File: config.mk
export PLATFORM = sky130hd
export DESIGN_NAME = mem_arbiter
export DESIGN_NICKNAME = d
export VERILOG_FILES = /design/src/rtl/mem_arbiter.sv
export SDC_FILE = /design/constraint.sdc
export NUM_CORES = 1
export LEC_CHECK = 0
export BUFFER_PORTS_ARGS = -buffer_cell sky130_fd_sc_hd__buf_2
export CORE_AREA = 2 2 166 168
export DETAILED_ROUTE_END_ITERATION = 8
export DIE_AREA = 0 0 168 170
export GPL_TIMING_DRIVEN = 1
export PLACE_DENSITY_LB_ADDON = 0.05
export RECOVER_POWER = 50
export SYNTH_ARGS = -nofsm -noshare
export SYNTH_HDL_FRONTEND = slang
export SYNTH_SLANG_ARGS = --single-unit
File: constraint.sdc
create_clock -name CLK -period 1.9 [get_ports CLK]
set_input_delay 0.285 -clock CLK [delete_from_list [all_inputs] [get_ports CLK]]
set_output_delay 0.285 -clock CLK [all_outputs]
set_load 0.05 [all_outputs]
File: src/rtl/mem_arbiter.sv
// mem_arbiter: grants one cache request at a time onto the single RAM port.
// Cores are scanned round-robin from rr. Within a core, the data request
// wins over the instruction fetch. The wait bits are the caches'
// completion handshake.
//
// state | meaning
// ------+--------------------------------------------------------------
// IDLE  | no transfer; choose the next requester and latch it
// GRANT | RAM port driven from the latched requester until ACCESS or abort
module mem_arbiter #(
  parameter int CPUS   = 2,
  parameter int WORD_W = 32
) (
  input  logic                   CLK,
  input  logic                   nRST,
  input  logic [CPUS-1:0]        iREN,
  input  logic [CPUS*WORD_W-1:0] iaddr,
  input  logic [CPUS-1:0]        dREN,
  input  logic [CPUS-1:0]        dWEN,
  input  logic [CPUS*WORD_W-1:0] daddr,
  input  logic [CPUS*WORD_W-1:0] dstore,
  output logic [CPUS-1:0]        iwait,
  output logic [CPUS-1:0]        dwait,
  output logic [CPUS*WORD_W-1:0] iload,
  output logic [CPUS*WORD_W-1:0] dload,
  output logic                   ramREN,
  output logic                   ramWEN,
  output logic [WORD_W-1:0]      ramaddr,
  output logic [WORD_W-1:0]      ramstore,
  input  logic [WORD_W-1:0]      ramload,
  input  logic [1:0]             ramstate
);

  localparam int CW = (CPUS > 1) ? $clog2(CPUS) : 1;
  localparam logic [1:0] RAM_ACCESS = 2'd2;

  typedef enum logic {IDLE, GRANT} state_t;

  state_t        state;
  logic [CW-1:0] gntCpu;
  logic          gntD;
  logic [CW-1:0] rr;

  logic [CW-1:0] selCpu;
  logic [CW-1:0] scanSel;
  logic          selD;
  logic          anyReq;
  logic          reqLive;
  logic          done;
  logic [CW-1:0] rrNext;
  int            scanIdx;

  logic [WORD_W-1:0] iaddrA  [CPUS];
  logic [WORD_W-1:0] daddrA  [CPUS];
  logic [WORD_W-1:0] dstoreA [CPUS];

  // Unpack the flat per-core buses so the granted core can be indexed directly.
  for (genvar c = 0; c < CPUS; c++) begin : gUnpack
    assign iaddrA[c]  = iaddr[c*WORD_W +: WORD_W];
    assign daddrA[c]  = daddr[c*WORD_W +: WORD_W];
    assign dstoreA[c] = dstore[c*WORD_W +: WORD_W];
  end

  // Read data is broadcast; each cache samples it only when its wait bit is low.
  assign iload = {CPUS{ramload}};
  assign dload = {CPUS{ramload}};

  // Round-robin scan from rr: the first core with any request wins, data before instruction.
  always_comb begin
    anyReq  = 1'b0;
    selCpu  = '0;
    selD    = 1'b0;
    scanIdx = 0;
    scanSel = '0;
    for (int k = 0; k < CPUS; k++) begin
      scanIdx = int'(rr) + k;
      if (scanIdx >= CPUS) scanIdx = scanIdx - CPUS;
      scanSel = CW'(scanIdx);
      if (!anyReq && (dREN[scanSel] || dWEN[scanSel] || iREN[scanSel])) begin
        anyReq = 1'b1;
        selCpu = scanSel;
        selD   = dREN[scanSel] | dWEN[scanSel];
      end
    end
  end

  // RAM port and wait bits follow the granted requester's live inputs so an abort or reset drops them at once.
  always_comb begin
    ramREN   = 1'b0;
    ramWEN   = 1'b0;
    ramaddr  = '0;
    ramstore = '0;
    iwait    = '1;
    dwait    = '1;
    reqLive  = 1'b0;
    done     = 1'b0;
    if (state == GRANT) begin
      reqLive = gntD ? (dREN[gntCpu] | dWEN[gntCpu]) : iREN[gntCpu];
      if (reqLive) begin
        done = (ramstate == RAM_ACCESS);
        if (gntD) begin
          ramaddr = daddrA[gntCpu];
          if (dWEN[gntCpu]) begin
            ramWEN   = 1'b1;
            ramstore = dstoreA[gntCpu];
          end else begin
            ramREN = 1'b1;
          end
          dwait[gntCpu] = ~done;
        end else begin
          ramaddr       = iaddrA[gntCpu];
          ramREN        = 1'b1;
          iwait[gntCpu] = ~done;
        end
      end
    end
  end

  // Pointer moves to the core after the one just served, wrapping at CPUS.
  always_comb begin
    rrNext = gntCpu + 1'b1;
    if (int'(gntCpu) == CPUS - 1) rrNext = '0;
  end

  // Grant FSM: latch the selection in IDLE, leave GRANT on completion (advance rr) or abort (keep rr).
  always_ff @(posedge CLK or negedge nRST) begin
    if (!nRST) begin
      state  <= IDLE;
      gntCpu <= '0;
      gntD   <= 1'b0;
      rr     <= '0;
    end else begin
      case (state)
        IDLE: begin
          if (anyReq) begin
            state  <= GRANT;
            gntCpu <= selCpu;
            gntD   <= selD;
          end
        end
        GRANT: begin
          if (!reqLive) begin
            state <= IDLE;
          end else if (done) begin
            state <= IDLE;
            rr    <= rrNext;
          end
        end
        default: state <= IDLE;
      endcase
    end
  end

endmodule

# Word-level counts from Yosys, hierarchy flattened
# Index checks and enable logic that the tools add are counted.
# classes
magnitude_cmp	7
reduce_logical	9
add_sub_neg	4
eq_ne	1
n_mux	67
bitwise_logic	8
# op_table
cell	count
$mux W32	16
$mux W1	43
$mux W2	6
$lt A1 B2 Y1 const B	3
$ge A2 B2 Y1 const B	2
$logic_or A1 B1 Y1	4
$or A1 B1 Y1	3
$reduce_and A3 Y1	1
$add A1 B1 Y2 const B	1
$eq A2 B2 Y1 const B	1
$ge A1 B2 Y1 const B	1
$logic_and A1 B1 Y1	2
$not A1 Y1	2
$not A1 Y2	1
$not A2 Y2	1
$or A2 B2 Y2	1
$pmux W1 S2	1
$reduce_and A2 Y1	1
$sub A1 B1 Y1 const B	2
$add A1 B1 Y1 const B	1
$demux W1 S1	1
$ge A1 B1 Y1 const B	1
$logic_not A1 Y1	1
# word_totals
ff_bits	4
elab_cells	100
in_bits	234
out_inout_bits	198

# Longest topological paths before layout
# logic_depth
ltp_word	12
depth_mapped	7
depth_no_buf	4

# Least setup slack after synthesis
# No wires, ideal clock.
# synth_timing
path_kind	register to output
start	reg gntD
end	out ramaddr[13]
stages_incl_launch_ff	8
t_arrival_ps	1942
required_ps	1615
setup_slack_ps	-327
path_buffers	3
path_cell_list	dfrtp_1 -> buf_2 -> and2b_2 -> nand2_4 -> and2_1 -> buf_6 -> buf_6 -> nor2b_1
# synth_between
elab_chain_cells	3
elab_cells_between_ends	4
classes_between	4 x mux
# synth_rtl
item	line	text
from (decl)	41	logic gntD;
from (signal assigned)	138	gntD <= selD;
$mux W32 / $mux W1 (equally long branches)	101, 98	
$mux W32 (*)	99	if (reqLive) begin
$mux W32 (*)	97	if (state == GRANT) begin
to (decl)	28	output logic [WORD_W-1:0] ramaddr,
# Every way passes the cells marked *; elsewhere a longest branch is shown, timed or not.

# Final worst setup path
# layout_timing
start	reg gntCpu
end	out ramaddr[25]
# layout_between
elab_chain_cells	7
elab_cells_between_ends	18
classes_between	16 x mux; 2 x bitwise
# layout_rtl
item	line	text
from (decl)	40	logic [CW-1:0] gntCpu;
from (signal assigned)	137	gntCpu <= selCpu;
$not A1 Y2 (not written as such)	102, 111	
$mux W32 (on tied branches) (3 in series)	111, 102	
$mux W32	101	if (gntD) begin
$mux W32 (*)	99	
$mux W32 (*)	97	
# Every way passes the cells marked *; elsewhere a longest branch is shown, timed or not. The select of a mux whose other input is x is not followed.

==> flow_metrics.env <==
export IMPL_worstPathCellList="buf_12, mux4_2, nor2b_2, buf_6"
export IMPL_cts_buffers=3
export IMPL_clockRootBuffer="clkbuf_16"
export IMPL_netSwitchingFraction_pct=55.1
export IMPL_setup_slack_ns=-0.158
export IMPL_gp_congestion=0.751
export IMPL_io_pins=432
export IMPL_grt_first_pass_wirelength_um=17800
export IMPL_hpwl_um=10900
export IMPL_area_delta_synth_final_pct=72.1
export IMPL_ys_types=30
export IMPL_syn_nets=567
export IMPL_drt_wirelength_per_cell_um=16.0
export IMPL_hold_ws_ns=0.427
export IMPL_die_h_um=170
export IMPL_pwr_share_clk_pct=4.4
export IMPL_slowest_stage="mux4_2"
export IMPL_p_leak_uw=0.00219
export IMPL_cpPeakStageDelay_ns=0.52
export IMPL_core_um2=26700
export IMPL_total_power_uw=7790
export IMPL_rsz0062_at_grt="yes"
export IMPL_first_pass_iters=4
export IMPL_avgSynthCellArea_um2=8.16
export IMPL_cts_htree_levels=1
export IMPL_critPathRequiredTime_ns=1.62
export IMPL_grt_usage_pct=8.10
export IMPL_arrival_ns=1.77
export IMPL_violations="negative setup slack"
export IMPL_rows=60
export IMPL_final_setup_skew_ns=0.00311
export IMPL_slew_headroom_pct=75.7
export IMPL_status="finished with violations"
export IMPL_layout_common_cells="buf_2, mux2i_1, buf_6"
export IMPL_p_per_area_nw_per_um2=1670
export IMPL_drv_cap=0
export IMPL_setup_violations=68
export IMPL_antenna_found_initial=0
export IMPL_via_per_inst=3.45
export IMPL_min_path_type="input port to asynchronous set/reset pin"
export IMPL_yosys_warnings=0
export IMPL_vias=2832
export IMPL_peakVddDrop_v=0.000533
export IMPL_die_w_um=168
export IMPL_finalNetCount=714
export IMPL_p_int_uw=3500
export IMPL_start_kind="flop"
export IMPL_layout_commonest_cell="buf_2"
export IMPL_drv_slew=0
export IMPL_n_fill_cell=3012
export IMPL_antennaDiodeCount=0
export IMPL_drive_gt1_share_pct=79.7
export IMPL_clkLatencyLatePin_ns=0.23
export IMPL_synth_area_um2=2720
export IMPL_grt_max_degree=42
export IMPL_routed_wl_um=13100
export IMPL_path_class="flop to primary output"
export IMPL_first_global_vias=3001
export IMPL_critPathTopFamily="multiplexers"
export IMPL_ant_nets=0
export IMPL_path_buf_inv=2
export IMPL_period_share_pct=108
export IMPL_first_iter_violations=31
export IMPL_cts_sinks=4
export IMPL_synth_seq_area_share_pct=3.68
export IMPL_clk_pin_slew_ns=0.03
export IMPL_synth_seq_cells=4
export IMPL_worstSetupEndpointType="primary output"
export IMPL_fmax_mhz=486
export IMPL_synthCells=333
export IMPL_combPwrFrac_pct=92.8
export IMPL_drcViolationCount=0
export IMPL_layout_min_cycle_time_ns=2.06
export IMPL_cts_tree="built"
export IMPL_power_switching_uw=4290
export IMPL_path_max_fanout=15
export IMPL_dieArea_um2=28600
export IMPL_grt_overflow=0
export IMPL_hold_viol=0
export IMPL_worst_pin_slew_ns=0.364
export IMPL_cts_buffer_depth=2
export IMPL_io_buffers=271
export IMPL_seqPwrFrac_pct=2.8
export IMPL_start_util_pct=10.2
-- final timing paths --
path	startpoint	end	slack, ns	cells past startpoint
hold reg to reg	gntD$_DFFE_PN0P_	gntD$_DFFE_PN0P_	0.55	2
setup reg to reg	gntCpu$_DFFE_PN0P_	rr$_DFFE_PN0P_	0.36	5
hold / removal	nRST	gntCpu$_DFFE_PN0P_	0.43	2
setup / recovery	gntCpu$_DFFE_PN0P_	ramaddr[25]	-0.16	4
max in group asynchronous	nRST	gntCpu$_DFFE_PN0P_	1.33	2
min in group CLK	dREN[0]	gntCpu$_DFFE_PN0P_	0.46	4
-- Yosys cell counts --
cell | number | area, µm²
o22ai_2 | 1 | 12.5
mux4_2 | 15 | 338
nand2_4 | 1 | 11.3
nand2b_1 | 1 | 6.26
o21ai_0 | 2 | 10.0
buf_6 | 3 | 33.8
o21ai_1 | 1 | 5.00
nor2b_1 | 18 | 113
and2b_2 | 1 | 8.76
nand2_1 | 4 | 15.0
or2_1 | 1 | 6.26
mux2i_1 | 67 | 671
nand4_1 | 1 | 6.26
a21oi_1 | 1 | 5.00
dfrtp_1 | 4 | 100
a21boi_0 | 1 | 7.51
buf_1 | 2 | 7.51
o31ai_1 | 2 | 15.0
buf_2 | 8 | 40.0
nor2_1 | 35 | 131
clkbuf_1 | 5 | 18.8
a21o_1 | 1 | 7.51
mux2_4 | 1 | 15.0
nand3_1 | 2 | 10.0
buf_4 | 130 | 976
a211o_1 | 1 | 8.76
inv_1 | 3 | 11.3
o22ai_1 | 17 | 106
nor3_1 | 3 | 15.0
and2_1 | 1 | 6.26
-- kinds of logic after synthesis --
group / Yosys count / synth area share (%)
AO/OA/AOI/OAI: 27 / 6.54
flip-flops: 4 / 3.68
multiplexers: 83 / 37.7
AND/OR/NAND/NOR: 68 / 12.1
buffers and inverters: 151 / 40.0
-- worst reg2reg max path, stage by stage (launching register included) --
cell and delay [ns]:
dfrtp_4 0.50, nor3_2 0.07, a211o_1 0.31, buf_12 0.18, a21boi_0 0.23, o22ai_2 0.11
-- final cells by class --
class                      count  area [µm²]  area share (%)
clock buffer                   4        78.8            1.69
tap                          341         427            9.12
timing repair buffer         290        2150            46.0
sequential                     4         104            2.22
inverter                       3        11.3           0.241
multi-input combinational    178        1900            40.7
-- registers in the layout (all words and copies together), names as in the netlist --
register,cells
state,1
rr,1
gntCpu,1
gntD,1
-- power by group through the flow --
stage | clock (µW) | sequential, µW | combinational, µW
2_1_floorplan | 0 | 151 | 5040
3_3_place_gp | 0 | 211 | 5980
3_5_place_dp | 0 | 210 | 5970
4_1_cts | 349 | 211 | 6830
5_1_grt | 359 | 229 | 7590
6_report | 344 | 216 | 7230
-- metrics by stage --
step	setup WS (ns)	instances	utilization, %	cell area, µm²	setup TNS [ns]
floorplan	-0.224	333	-	2830	-8.61
global placement	-0.0495	811	14.6	3890	-0.0810
detailed placement	-0.0687	811	14.6	3890	-0.103
CTS	-0.237	817	16.6	4410	-8.90
global route	-0.240	820	17.5	4680	-12.38
finish	-0.158	820	17.5	4680	-7.10
-- per-layer routing --
metal | vias up | share of wire (%) | GRT usage (%)
met4 | 0 | 3.4 | 3.48
met3 | 49 | 8.9 | 2.19
li1 | 1319 | - | -
met1 | 1273 | 35 | 8.22
met2 | 191 | 53 | 15.5
met5 | - | 0 | 0
-- what timing repair did --
action / in CTS / in global routing
pin swaps: 0 / 1
setup buffers: 1 / 0
resized for setup: 134 / 44
hold endpoints to repair: 4 / 0
hold buffers: 1 / 0
cloned: 0 / 3
setup endpoints to repair: 69 / 69
Power figures use the tool's default switching activity.
